--- src/rtl/qa_drv_prim_pkg.sv ---
// Shared types for the qa_drv_prim tag-pool family: pool FSM states and sized tag types.
package qa_drv_prim_pkg;

    localparam int unsigned TAG_POOL_N_TAGS = 32;
    localparam int unsigned TAG_POOL_TAG_W  = $clog2(TAG_POOL_N_TAGS);

    typedef enum logic {
        INIT  = 1'b0,
        READY = 1'b1
    } t_TAG_POOL_STATE;

    // Tag index, and tag pointer with one extra wrap bit
    typedef logic [TAG_POOL_TAG_W-1:0] t_TAG;
    typedef logic [TAG_POOL_TAG_W:0]   t_TAG_NOWRAP;

    function automatic logic is_pow2(input int unsigned n);
        return (n != 0) && ((n & (n - 1)) == 0);
    endfunction

endpackage

--- src/rtl/qa_drv_prim_dualport_ram.sv ---
// Simple 1W/1R RAM: port 0 writes, port 1 reads with a registered output.
module qa_drv_prim_dualport_ram #(
    parameter  int unsigned DEPTH = 32,
    parameter  int unsigned WIDTH = 16,
    localparam int unsigned AW    = $clog2(DEPTH)
) (
    input  logic             clk,
    input  logic             resetb,
    input  logic             i_wr_en,
    input  logic [AW-1:0]    i_wr_addr,
    input  logic [WIDTH-1:0] i_wr_data,
    input  logic [AW-1:0]    i_rd_addr,
    output logic [WIDTH-1:0] o_rd_data
);

    logic [WIDTH-1:0] r_mem [DEPTH];
    logic [WIDTH-1:0] r_rd_data;

    // Port 0 write; contents deliberately survive reset
    always_ff @(posedge clk) begin
        if (i_wr_en) begin
            r_mem[i_wr_addr] <= i_wr_data;
        end
    end

    // Port 1 registered read; a same-address write in this cycle is not visible yet
    always_ff @(posedge clk) begin
        if (!resetb) begin
            r_rd_data <= '0;
        end else begin
            r_rd_data <= r_mem[i_rd_addr];
        end
    end

    assign o_rd_data = r_rd_data;

endmodule

--- src/rtl/qa_drv_prim_tag_pool.sv ---
// Initiator-side tag pool: FIFO free ring of tags, per-tag in-use bits and meta-data storage.
module qa_drv_prim_tag_pool
    import qa_drv_prim_pkg::*;
#(
    parameter  int unsigned N_TAGS        = TAG_POOL_N_TAGS,
    parameter  int unsigned N_META_BITS   = 16,
    parameter  int unsigned MIN_FREE_TAGS = 1,
    localparam int unsigned TAG_W         = $clog2(N_TAGS)
) (
    input  logic                   clk,
    input  logic                   resetb,
    input  logic                   alloc_en,
    input  logic [N_META_BITS-1:0] allocMeta,
    output logic                   allocRdy,
    output logic [TAG_W-1:0]       allocTag,
    input  logic                   free_en,
    input  logic [TAG_W-1:0]       freeTag,
    input  logic [TAG_W-1:0]       lookupTag,
    output logic [N_META_BITS-1:0] lookupMeta,
    output logic [TAG_W:0]         numFree
);

    if (!is_pow2(N_TAGS) || (N_TAGS < 4)) begin : g_bad_n_tags
        $fatal(1, "N_TAGS must be a power of 2 and at least 4");
    end
    if (N_TAGS != TAG_POOL_N_TAGS) begin : g_bad_pkg_width
        $fatal(1, "N_TAGS must match the tag width of qa_drv_prim_pkg");
    end

    t_TAG_POOL_STATE   r_state;
    t_TAG_POOL_STATE   w_state_next;
    t_TAG              r_ring [N_TAGS];
    t_TAG_NOWRAP       r_head;
    t_TAG_NOWRAP       r_tail;
    t_TAG_NOWRAP       r_num_free;
    t_TAG              r_init_tag;
    logic [N_TAGS-1:0] r_in_use;
    logic [N_TAGS-1:0] w_in_use_next;
    logic              w_init_wr;
    logic              w_ring_wr;
    t_TAG              w_ring_wr_tag;
    t_TAG              w_alloc_tag;

    // State register
    always_ff @(posedge clk) begin
        if (!resetb) begin
            r_state <= INIT;
        end else begin
            r_state <= w_state_next;
        end
    end

    // Next state: INIT seeds one tag per cycle, then hands over to READY
    always_comb begin
        w_state_next = r_state;
        w_init_wr    = 1'b0;
        case (r_state)
            INIT: begin
                w_init_wr = 1'b1;
                if (r_init_tag == t_TAG'(N_TAGS - 1)) begin
                    w_state_next = READY;
                end
            end
            READY: begin
                w_state_next = READY;
            end
        endcase
    end

    // Ring write source: seeding during INIT, released tags afterwards
    always_comb begin
        w_ring_wr     = w_init_wr | free_en;
        w_ring_wr_tag = w_init_wr ? r_init_tag : t_TAG'(freeTag);
    end

    // In-use tracking; an allocation overrides a free of the same tag
    always_comb begin
        w_in_use_next = r_in_use;
        if (free_en) begin
            w_in_use_next[freeTag] = 1'b0;
        end
        if (alloc_en) begin
            w_in_use_next[w_alloc_tag] = 1'b1;
        end
    end

    // Free ring storage; stale entries are harmless because INIT rewrites every slot
    always_ff @(posedge clk) begin
        if (w_ring_wr) begin
            r_ring[r_tail[TAG_W-1:0]] <= w_ring_wr_tag;
        end
    end

    // Pointers, free count, seed counter and in-use vector
    always_ff @(posedge clk) begin
        if (!resetb) begin
            r_head     <= '0;
            r_tail     <= '0;
            r_num_free <= '0;
            r_init_tag <= '0;
            r_in_use   <= '0;
        end else begin
            if (w_init_wr) begin
                r_init_tag <= r_init_tag + t_TAG'(1);
            end
            if (w_ring_wr) begin
                r_tail <= r_tail + t_TAG_NOWRAP'(1);
            end
            if (alloc_en) begin
                r_head <= r_head + t_TAG_NOWRAP'(1);
            end
            r_num_free <= r_num_free + t_TAG_NOWRAP'(w_ring_wr) - t_TAG_NOWRAP'(alloc_en);
            r_in_use   <= w_in_use_next;
        end
    end

    assign w_alloc_tag = r_ring[r_head[TAG_W-1:0]];
    assign allocTag    = w_alloc_tag;
    assign allocRdy    = (r_state == READY) && (r_num_free >= t_TAG_NOWRAP'(MIN_FREE_TAGS));
    assign numFree     = r_num_free;

    // Meta-data: written at the granted tag, read back by lookup
    qa_drv_prim_dualport_ram #(
        .DEPTH (N_TAGS),
        .WIDTH (N_META_BITS)
    ) u_meta_ram (
        .clk       (clk),
        .resetb    (resetb),
        .i_wr_en   (alloc_en),
        .i_wr_addr (w_alloc_tag),
        .i_wr_data (allocMeta),
        .i_rd_addr (lookupTag),
        .o_rd_data (lookupMeta)
    );

    // Handshake protocol checks
    always_ff @(posedge clk) begin
        if (resetb) begin
            assert (!(alloc_en && !allocRdy))
                else $fatal(1, "alloc_en while allocRdy is low");
            assert (!(free_en && !r_in_use[freeTag]))
                else $fatal(1, "free_en for a tag that is not in use");
            assert (!(free_en && (r_num_free == t_TAG_NOWRAP'(N_TAGS))))
                else $fatal(1, "free_en while every tag is already free");
            assert (!((r_state == INIT) && (alloc_en || free_en)))
                else $fatal(1, "handshake during INIT");
        end
    end

endmodule
--- config.mk ---
export PLATFORM = sky130hd
export DESIGN_NAME = qa_drv_prim_tag_pool
export DESIGN_NICKNAME = d
export VERILOG_FILES = /design/src/rtl/qa_drv_prim_pkg.sv /design/src/rtl/qa_drv_prim_dualport_ram.sv /design/src/rtl/qa_drv_prim_tag_pool.sv
export SDC_FILE = /design/constraint.sdc
export NUM_CORES = 1
export LEC_CHECK = 0
export ABC_CLOCK_PERIOD_IN_PS = 6500
export BUFFER_PORTS_ARGS = -buffer_cell sky130_fd_sc_hd__buf_2
export CORE_MARGIN = 8
export CORE_UTILIZATION = 30
export DETAILED_ROUTE_END_ITERATION = 10
export GPL_ROUTABILITY_DRIVEN = 0
export PLACE_DENSITY = 0.41
export SYNTH_ARGS = -nofsm -noshare
export SYNTH_HDL_FRONTEND = slang
export SYNTH_SLANG_ARGS = --single-unit
--- constraint.sdc ---
create_clock -name clk -period 6.5 [get_ports clk]
set_input_delay 1.3 -clock clk [delete_from_list [all_inputs] [get_ports clk]]
set_output_delay 1.3 -clock clk [all_outputs]
set_load 0.03 [all_outputs]
Yosys cells after proc, flatten, opt, wreduce, memory -nomap -nowiden
Memories as Yosys holds them, arrays and structs flattened. A register that Yosys moved wholly into a read port is not among the register bits. Cells that the tools add are included.

Bits in registers: 24. Memory bits (writable): 672. Output and inout bits: 28. Memories kept: 2.

$add $sub $neg: 5. Magnitude comparators: 1. Eq/ne operators: 1. Multiplexer cells: 10. Bitwise logic cells: 2. Reductions and logical operators: 2.

Memories: u_meta_ram.r_mem (depth 32, width 16, rd ports 1, clocked after Yosys merged registers in 1, wr ports 1, line qa_drv_prim_dualport_ram.sv:16) `logic [WIDTH-1:0] r_mem [DEPTH];`; r_ring (depth 32, width 5, rd ports 1, clocked after Yosys merged registers in 1, wr ports 1, line qa_drv_prim_tag_pool.sv:32) `t_TAG r_ring [N_TAGS];`.

Operators with widths (count): 2-to-1 mux 5 bit (3); adder 6 x 1 -> 6 bit (second input constant) (2); adder 6 x 1 -> 6 bit (1); greater-or-equal comparator 6 x 1 -> 1 bit (second input constant) (1); 2-to-1 mux 1 bit (6); subtractor 6 x 1 -> 6 bit (1); adder 5 x 1 -> 5 bit (second input constant) (1); == test 5 bit (second input constant) (1); one-hot mux 1 bit (2 select lines) (1); logical AND 1 bit (1); logical NOT 1 bit (1); inverter 1 bit (1); bitwise OR 1 bit (1).

Longest topological paths before layout
Gate-level depths: netlist of the first run.

Word-level depth: 4. Mapped depth: 13. Mapped depth without buffers: 12.

Cells and area by module
A second synthesis of the first run with hierarchy kept.

Cell total of the unflattened synthesis: 1370. Area, all modules: 27735.4 um^2.

Modules (own cells, without submodules): qa_drv_prim_dualport_ram (instances 1, cells each 893, area each 20016.7 um^2, sequential area each 15695.1 um^2); qa_drv_prim_tag_pool (instances 1, cells each 477, area each 7718.7 um^2, sequential area each 5345.1 um^2).

Worst setup path before layout of the first run
Ideal clock, no wire load.

Path type: register to register. Start point: register with a tool-made name. End point: memory u_meta_ram.r_mem[8][0] (enable). Setup time: 430 ps. Arrival: 3521 ps. Required time: 6070 ps. Slack: 2549 ps. Stages on the path, launching flop included: 12. Path buffers: 4. Clock period less this slack: 3951 ps. Cells stage by stage: dfxtp_1 -> buf_6 -> buf_12 -> mux4_2 -> nand2_1 -> nand2_1 -> o22ai_1 -> a221o_1 -> buf_4 -> inv_2 -> buf_4 -> nor4_1.

RTL lines (line): end: declaration (qa_drv_prim_dualport_ram.sv:16).

==> flow_metrics.py, run 1 <==
metrics = {
    "outcome": {
        "outcome": "completed",
    },
    "routing": {
        "dr.pass1.iters": 5,
        "drc": 0,
        "dr.first_iter.drc_count": 1043,
        "routed_via_density": 4.739,
        "num_vias": 12934,
        "wire_per_inst_microns": 25.47,
        "detail-route-antenna-nets": 0,
        "routed_wl_mm": 69.50,
    },
    "synth": {
        "yosysTopAreaCell": "edfxtp_1",
        "syn_area_sq_mm": 0.02790,
        "synth_top_area_share_pct": 72.34,
        "mappedNetlistNets": 1340,
        "synthCells": 1293,
        "synth.avg_cell_area_sq_um": 21.57,
        "synth-edff-count": 672,
        "synth.most_common_cell": "edfxtp_1",
        "yosys-top-cells-area": "edfxtp_1, mux4_2, dfxtp_1",
        "seq_area_frac_synth_pct": 75.42,
        "synth_top_cells_by_count": "edfxtp_1, mux4_2, mux2i_1, dfxtp_1, nor2_1",
        "ys.flop_type": "edfxtp_1",
        "synth_warnings": 0,
        "postSynth.asyncResetShare_pct": 0,
        "synth.ff_latch_count": 715,
        "yosysUniqueCellTypes": 49,
    },
    "clock_network": {
        "post_cts_buffers": 0,
        "clkSinkCount": 715,
        "clkTransAtPathRegs_ns": 0.06,
        "clk_path_buf_depth": 3,
        "clk-insertion-delay-late_ns": 0.63,
        "cts_buffers": 80,
        "cts_tree": "done",
        "cts_root_buf": "clkbuf_16",
        "htreeDepth": 3,
        "holdBufCountCts": 0,
        "cts_resized": 0,
    },
    "floorplanning": {
        "die_w_microns": 320.9,
        "start_util_pct": 30.07,
        "chipHeight_microns": 320.9,
        "coreArea_sq_mm": 0.09277,
        "ioPinCount": 58,
        "die-area_sq_mm": 0.1030,
        "rows": 112,
    },
    "setup_path": {
        "crit_type": "flip-flop to output port",
        "cp.buffers_inverters": 3,
        "path_delay_family": "flip-flops",
        "end_kind": "output port",
        "start_kind": "flip-flop",
        "cp_data_required_time_ns": 5.20,
        "cp.arrival_ns": 3.79,
        "critPathMaxFanout": 46,
        "critPathMaxStageDelay_ns": 0.93,
        "crit_chain": "mux4_1 > nand2b_1 > nand2_1 > o22ai_1 > a221o_1 > buf_4 > inv_2 > buf_2",
        "cp_slowest_cell": "dfxtp_4",
    },
    "cells_and_area": {
        "final_core_util_pct": 35.13,
        "antenna_cells": 0,
        "fillers": 8711,
        "fin_nets": 1458,
        "drive_above_1_share_pct": 30.51,
        "instances_no_fill": 2729,
        "area_delta_synth_final_pct": 16.83,
    },
    "global_routing": {
        "grt_first_pass_wirelength_mm": 100.8,
        "grt_pass1_vias": 13862,
        "grt_usage_pct": 13.39,
        "antenna_found_initial": 1,
        "grt_overflow": 0,
        "grt_start_max_net_pins": 57,
    },
    "sta": {
        "period_needed_ns": 5.093,
        "slew_viol_final": 0,
        "clock.fmax_ghz": 0.1964,
        "worstMarginPinSlew_ns": 0.9026,
        "fin_crit_sh_pct": 78.35,
        "fin_skew_ns": 0.04250,
        "rsz0062_at_grt": "false",
        "fin_setup_tns_ns": 0,
        "slew_headroom_pct": 39.33,
        "hold_viol": 0,
        "setup_viol": 0,
        "hold_ws_ns": 0.5538,
    },
    "job": {
        "max_cap_violations": 0,
    },
    "power_and_ir_drop": {
        "leakage_nw": 10.24,
        "p_per_area_mw_per_mm2": 320.8,
        "irDropWorstVdd_v": 0.0001834,
        "p_total_w": 0.01045,
    },
    "placement": {
        "buffer_ports.inserted": 57,
        "hpwl_mm": 41.91,
        "dp_cells": 2583,
    },
    "worst_hold_path": {
        "hold_path.class": "flip-flop to flip-flop",
    },
}
## placed cells by master (no fill, tap or decap), types with 8 or more instances in the layout
cell | Yosys | final
clkbuf_16 | 0 | 80
clkinv_1 | 0 | 12
nor2_1 | 36 | 36
nor2b_1 | 24 | 24
inv_1 | 13 | 13
a22oi_1 | 19 | 19
nor4_4 | 0 | 8
mux2i_1 | 62 | 62
clkinv_2 | 0 | 12
buf_4 | 8 | 47
xnor2_1 | 10 | 10
mux4_2 | 175 | 175
clkbuf_1 | 35 | 19
and2_1 | 17 | 17
buf_2 | 18 | 55
nor4_2 | 8 | 24
dfxtp_1 | 43 | 42
ha_1 | 16 | 16
nand2b_1 | 8 | 8
edfxtp_1 | 672 | 672
nand2_1 | 31 | 31
## final cells by class
class	count	area, sq um	share of cell area (%)
inverters	17	63.81	0.1958
clock buffers	103	2128	6.531
repair buffers	106	694.4	2.131
well taps	1254	1569	4.814
clock inverters	43	456.7	1.401
multi-input cells	491	6634	20.36
flip-flops and latches	715	21040	64.57
## sequential cells by signal, indices dropped and copies added (netlist names), named ones only
| name | cells |
|---|---|
| numFree | 6 |
| u_meta_ram.r_mem | 512 |
| r_head | 5 |
| u_meta_ram.o_rd_data | 16 |
| r_init_tag | 5 |
| r_tail | 5 |
| r_ring | 160 |
| r_state | 1 |
## per-layer routing
| layer | global-route usage [%] | share of wire [%] | routed length (microns) | vias up |
|---|---|---|---|---|
| met3 | 2.306 | 3.4 | 2392 | 102 |
| met2 | 22.81 | 50 | 34600 | 251 |
| li1 | - | - | - | 5606 |
| met4 | 3.472 | 2.3 | 1596 | 0 |
| met5 | 0 | 0 | 0 | - |
| met1 | 17.72 | 44 | 30910 | 6975 |
## worst register-to-register path, stage by stage, from the launching register on
cell,delay [ns]
dfxtp_4,0.93
mux4_1,0.67
nand2b_1,0.09
nand2_1,0.10
o22ai_1,0.27
a221o_1,0.19
buf_4,0.33
inv_2,0.31
nor4_2,0.85
buf_4,0.36
## power by group
part	total [W]	internal, W	switching (W)
clock network	0.00441	0.00258	0.00184
registers	0.00521	0.00516	0.0000560
logic	0.000826	0.000290	0.000536
total	0.0105	0.00802	0.00243
## stage by stage
step	area [sq um]	worst slack (ns)
floorplan	27900	2.549
global placement	30010	2.069
detailed placement	30010	2.040
CTS	32590	1.355
global route	32590	1.207
finish	32590	1.407
## kinds of logic (layout without fill, tap and decap cells)
family | count (synthesis) | count (layout) | synth area share (%)
flip-flops | 715 | 715 | 75.42
multiplexers | 248 | 248 | 17.08
AND/OR/NAND/NOR | 169 | 169 | 3.454
buffers and inverters | 87 | 269 | 1.583
AO/OA/AOI/OAI | 44 | 44 | 1.260
adder cells (fa/ha/maj) | 17 | 17 | 0.7894
XOR/XNOR | 13 | 13 | 0.4082
## worst paths after layout
kind / startpoint / to / slack, ns / cells after the start
worst max register to register: flip-flop / u_meta_ram.r_mem[5][3] / 2.10 / 9
worst min register to register: r_head[1] / flip-flop / 0.55 / 2
worst max-delay path: flip-flop / allocTag[1] / 1.41 / 8
worst min-delay path: r_head[1] / flip-flop / 0.55 / 2
No activity file was read; power rests on OpenSTA's default activity.
==> run 2: changes to the inputs <==
ABC_CLOCK_PERIOD_IN_PS = 5200   (was 6500)
clock period = 5.2 ns   (was 6.5 ns; I/O delays follow)
==> run 2 against run 1 <==
Net effect:
- non-clock buffer count up 2
- clock skew decreased by 0.0066 ns
- sequential cell count unchanged
- clock power rose by 30%
- worst setup slack lost 0.94 ns
- sequential share of layout area is 0.32 points lower
- register-to-register slack got worse by 0.85 ns
- highest routed layer unchanged
- sequential power is 25% higher
- combinational power increased by 26%
- power grew 27%
- design area grew 0.50%
- final cell count increased by 0.18%
==> flow_metrics.py, run 2 (same netlist as run 1, synthesis figures left out) <==
metrics = {
    "setup_path": {
        "cp_data_required_time_ns": 4.16,
        "rrSetupSlack_ns": 1.25,
        "r2r-end": "u_meta_ram.r_mem[9][2]",
        "crit_chain": "mux4_1 > nand2b_1 > nand2_1 > o22ai_1 > a221o_1 > buf_4 > inv_2 > buf_2",
        "critPathMaxFanout": 41,
        "critPathMaxStageDelay_ns": 0.83,
        "r2r.worst_path.cells": 9,
        "crit_type": "flip-flop to output port",
        "end_kind": "output port",
        "cp_slowest_cell": "dfxtp_4",
        "start_kind": "flip-flop",
        "cp.arrival_ns": 3.69,
    },
    "routing": {
        "detail-route-antenna-nets": 0,
        "wire_per_inst_microns": 25.34,
        "routed_wl_mm": 69.28,
        "dr.pass1.iters": 4,
        "routed_via_density": 4.716,
        "drc": 0,
        "dr.first_iter.drc_count": 1016,
        "num_vias": 12894,
    },
    "floorplanning": {
        "die-area_sq_mm": 0.1030,
        "chipHeight_microns": 320.9,
        "start_util_pct": 30.07,
        "coreArea_sq_mm": 0.09277,
        "rows": 112,
        "ioPinCount": 58,
        "die_w_microns": 320.9,
    },
    "global_routing": {
        "grt_most_used_layer": "met2",
        "grt_usage_pct": 13.42,
        "antenna_found_initial": 1,
        "grt_util_met3_pct": 2.520,
        "grt_pass1_vias": 13759,
        "grt_overflow": 0,
        "met1_usage_pct": 17.64,
        "use_met2_pct": 22.89,
        "grt_first_pass_wirelength_mm": 100.7,
        "grt_start_max_net_pins": 60,
    },
    "power_and_ir_drop": {
        "leakage_nw": 10.33,
        "irDropWorstVdd_v": 0.0001968,
        "p_total_w": 0.01329,
        "p_per_area_mw_per_mm2": 405.8,
    },
    "cells_and_area": {
        "largest_register": "u_meta_ram.r_mem",
        "final_cell_mix": "edfxtp_1, mux4_2, clkbuf_16",
        "area_delta_synth_final_pct": 17.41,
        "final_common_cell": "edfxtp_1",
        "fin_nets": 1462,
        "largest_reg_flops": 512,
        "drive_above_1_share_pct": 30.76,
    },
    "clock_network": {
        "holdBufCountCts": 0,
        "clk_path_buf_depth": 3,
        "cts_resized": 0,
        "cts_buffers": 82,
        "cts_root_buf": "clkbuf_16",
        "clkTransAtPathRegs_ns": 0.06,
        "htreeDepth": 3,
        "post_cts_buffers": 0,
        "clkSinkCount": 715,
        "clk-insertion-delay-late_ns": 0.63,
        "cts_tree": "done",
    },
    "sta": {
        "slew_headroom_pct": 42.08,
        "rsz0062_at_grt": "false",
        "fin_skew_ns": 0.03589,
        "fin_crit_sh_pct": 91.02,
        "fin_setup_tns_ns": 0,
        "worstMarginPinSlew_ns": 0.8688,
        "clock.fmax_ghz": 0.2113,
        "slew_viol_final": 0,
        "setup_viol": 0,
        "hold_viol": 0,
        "period_needed_ns": 4.733,
    },
    "outcome": {
        "outcome": "completed",
    },
    "worst_hold_path": {
        "holdPathStages": 2,
        "min_to": "r_init_tag[4]",
        "hold_path_startpoint": "r_init_tag[4]",
        "hold_path.class": "flip-flop to flip-flop",
    },
    "placement": {
        "buffer_ports.inserted": 57,
        "hpwl_mm": 41.35,
    },
    "job": {
        "max_cap_violations": 0,
    },
}
==> run 2: cell types whose count changed in the layout (fill, tap and decap cells not counted), moves of 2 or more <==
cell       before  now
buf_12          2    4
inv_6           4    1
clkbuf_16      80   86
clkinv_1       12   10
==> run 2: worst max-delay path by stage <==
stage                             endpoint       from  cells past startpoint  slack (ns)
detailed placement             allocTag[2]  flip-flop                      8        1.08
floorplan           u_meta_ram.r_mem[8][0]  flip-flop                     11        1.25
CTS                            allocTag[2]  flip-flop                      8        0.39
global placement               allocTag[2]  flip-flop                      8        1.14
finish                         allocTag[2]  flip-flop                      8        0.47
global route                   allocTag[4]  flip-flop                      7        0.25
==> run 2: worst max-delay path: cells and delay by family, from the launching register on <==
family	cells	cell delay (ns)
buffers and inverters	3	0.89
flip-flops	1	0.83
multiplexers	1	0.67
AO/OA/AOI/OAI	2	0.48
AND/OR/NAND/NOR	2	0.19
==> run 2: layout make-up <==
type / count / area, sq um
multi-input cells: 491 / 6634
clock buffers: 111 / 2290
fillers: 8685 / 60020
diodes: 1 / 2.502
clock inverters: 37 / 411.6
repair buffers: 108 / 737.0
inverters: 17 / 63.81
flip-flops and latches: 715 / 21040
well taps: 1254 / 1569
==> run 2: power by group <==
part | total, W | internal, W | switching (W)
Combinational | 0.00104 | 0.000366 | 0.000672
Sequential | 0.00651 | 0.00645 | 0.0000660
Clock | 0.00574 | 0.00344 | 0.00230
==> run 2: layer usage <==
| metal | vias up | wire [microns] |
|---|---|---|
| li1 | 5626 | - |
| met1 | 6939 | 30680 |
| met2 | 242 | 34540 |
| met3 | 87 | 2773 |
| met4 | 0 | 1286 |
| met5 | - | 0 |
==> run 2: per-stage QoR <==
step,hold WS [ns],utilization [%],std cells,setup slack (ns),instance area [sq um]
after floorplan,0.5113,-,1293,1.249,27900
after global placement,0.5237,32.39,2585,1.143,30050
after detailed placement,0.5470,32.39,2585,1.081,30050
after CTS,0.5551,35.30,2733,0.3929,32750
after global routing,0.5838,35.30,2733,0.2532,32750
final,0.5533,35.30,2734,0.4669,32750
==> run 3: changes to the inputs <==
ABC_CLOCK_PERIOD_IN_PS = 5720   (was 5200)
BUFFER_PORTS_ARGS = -buffer_cell sky130_fd_sc_hd__buf_4   (was -buffer_cell sky130_fd_sc_hd__buf_2)
clock period = 5.72 ns   (was 5.2 ns; I/O delays follow)
==> run 3 against run 2 <==
Net effect:
- routed wire length rose by 2.6%
- clock-buffer cell count decreased by 17
- register-to-register slack gained 0.24 ns
- final cell count increased by 0.15%
- clock skew is 0.012 ns lower
- die area unchanged
- combinational power is 7% lower
- via count shrank 0.33%
- sequential power decreased by 9.1%
- design area up 0.39%
- critical endpoint is now allocTag[4]
- largest power group unchanged
==> flow_metrics.py, run 3 (same netlist as run 1, synthesis figures left out) <==
metrics = {
    "floorplanning": {
        "die_w_microns": 320.9,
        "chipHeight_microns": 320.9,
        "start_util_pct": 30.07,
        "coreArea_sq_mm": 0.09277,
        "rows": 112,
        "ioPinCount": 58,
        "die-area_sq_mm": 0.1030,
    },
    "clock_network": {
        "clkSinkCount": 715,
        "cts_resized": 0,
        "holdBufCountCts": 0,
        "cts_tree": "done",
        "post_cts_buffers": 0,
        "cts_root_buf": "clkbuf_16",
        "htreeDepth": 3,
        "cts_buffers": 82,
        "clk_path_buf_depth": 3,
        "clk-insertion-delay-late_ns": 0.63,
        "clkTransAtPathRegs_ns": 0.06,
    },
    "global_routing": {
        "grt_first_pass_wirelength_mm": 102.7,
        "grt_pass1_vias": 13885,
        "grt_overflow": 0,
        "grt_usage_pct": 13.73,
        "grt_start_max_net_pins": 68,
        "antenna_found_initial": 2,
    },
    "cells_and_area": {
        "largest_reg_flops": 512,
        "final_common_cell": "edfxtp_1",
        "drive_above_1_share_pct": 30.59,
        "fin_nets": 1463,
        "antenna_cells": 0,
        "largest_register": "u_meta_ram.r_mem",
        "fillers": 8661,
        "final_cell_mix": "edfxtp_1, mux4_2, buf_4",
        "final_core_util_pct": 35.44,
        "area_delta_synth_final_pct": 17.86,
    },
    "routing": {
        "dr.first_iter.drc_count": 1004,
        "highest_layer": "met4",
        "num_vias": 12852,
        "routed_via_density": 4.694,
        "detail-route-antenna-nets": 0,
        "dr.pass1.iters": 5,
        "routed_wl_mm": 71.05,
        "drc": 0,
        "wl_met1_mm": 31.17,
        "wl_met3_mm": 2.786,
        "wire_per_inst_microns": 25.95,
        "wl_met2_mm": 35.88,
    },
    "setup_path": {
        "cp_data_required_time_ns": 4.58,
        "critPathMaxFanout": 39,
        "cp.arrival_ns": 3.75,
        "end_kind": "output port",
        "start_kind": "flip-flop",
        "crit_type": "flip-flop to output port",
    },
    "sta": {
        "clock.fmax_ghz": 0.2045,
        "rsz0062_at_grt": "false",
        "period_needed_ns": 4.889,
        "fin_setup_tns_ns": 0,
        "hold_viol": 0,
        "worstMarginPinSlew_ns": 0.9718,
        "fin_crit_sh_pct": 85.48,
        "fin_ws_ns": 0.8305,
        "slew_headroom_pct": 34.72,
        "fin_skew_ns": 0.02389,
        "setup_viol": 0,
        "slew_viol_final": 0,
    },
    "worst_hold_path": {
        "hold_path.class": "flip-flop to flip-flop",
    },
    "power_and_ir_drop": {
        "irDropWorstVdd_v": 0.0001944,
        "p_per_area_mw_per_mm2": 368.2,
        "p_total_w": 0.01211,
        "leakage_nw": 10.36,
    },
    "placement": {
        "hpwl_mm": 42.68,
        "pre_cts_ws_ns": 1.256,
        "buffer_ports.inserted": 57,
    },
    "outcome": {
        "outcome": "completed",
    },
    "job": {
        "max_cap_violations": 0,
    },
}
run 3: power by group:
| part | total (W) | internal, W | switching (W) |
|---|---|---|---|
| clock network | 0.00522 | 0.00307 | 0.00215 |
| registers | 0.00592 | 0.00586 | 0.0000579 |
| logic | 0.000970 | 0.000354 | 0.000616 |
run 3: area by class of cell:
class | count | area, sq um | area share (%)
timing repair buffer | 109 | 878.3 | 2.672
clock buffer | 94 | 2097 | 6.378
tap | 1254 | 1569 | 4.772
multi-input combinational | 491 | 6634 | 20.18
sequential | 715 | 21040 | 64.01
inverter | 17 | 63.81 | 0.1941
clock inverter | 58 | 591.8 | 1.800
run 3: metrics by stage:
step / area [sq um] / hold slack (ns) / std cells
after CTS: 32850 / 0.5531 / 2736
after floorplan: 27900 / 0.5113 / 1293
after global placement: 30160 / 0.5325 / 2584
final: 32880 / 0.5485 / 2738
after detailed placement: 30160 / 0.5432 / 2584
after global routing: 32880 / 0.5975 / 2738
run 3: critical path, cell delays in order, from the launching register on:
cell	delay [ns]
dfxtp_4	0.85
buf_4	0.45
mux2i_1	0.13
a22oi_1	0.21
nand2_1	0.09
a221o_1	0.36
buf_4	0.24
inv_2	0.44
buf_4	0.30
run 3: final timing paths:
| check | from | to | slack (ns) | cells past startpoint |
|---|---|---|---|---|
| min reg2reg | r_init_tag[4] | r_init_tag[4] | 0.55 | 2 |
| max reg2reg | flip-flop | u_meta_ram.r_mem[20][15] | 1.49 | 8 |
| min | r_init_tag[4] | r_init_tag[4] | 0.55 | 2 |
| max | flip-flop | allocTag[4] | 0.83 | 8 |
run 3: routing by layer:
metal / global-route usage, % / up-vias
li1: - / 5627
met1: 17.99 / 6896
met2: 23.53 / 239
met3: 2.626 / 90
met4: 3.292 / 0
met5: 0 / -
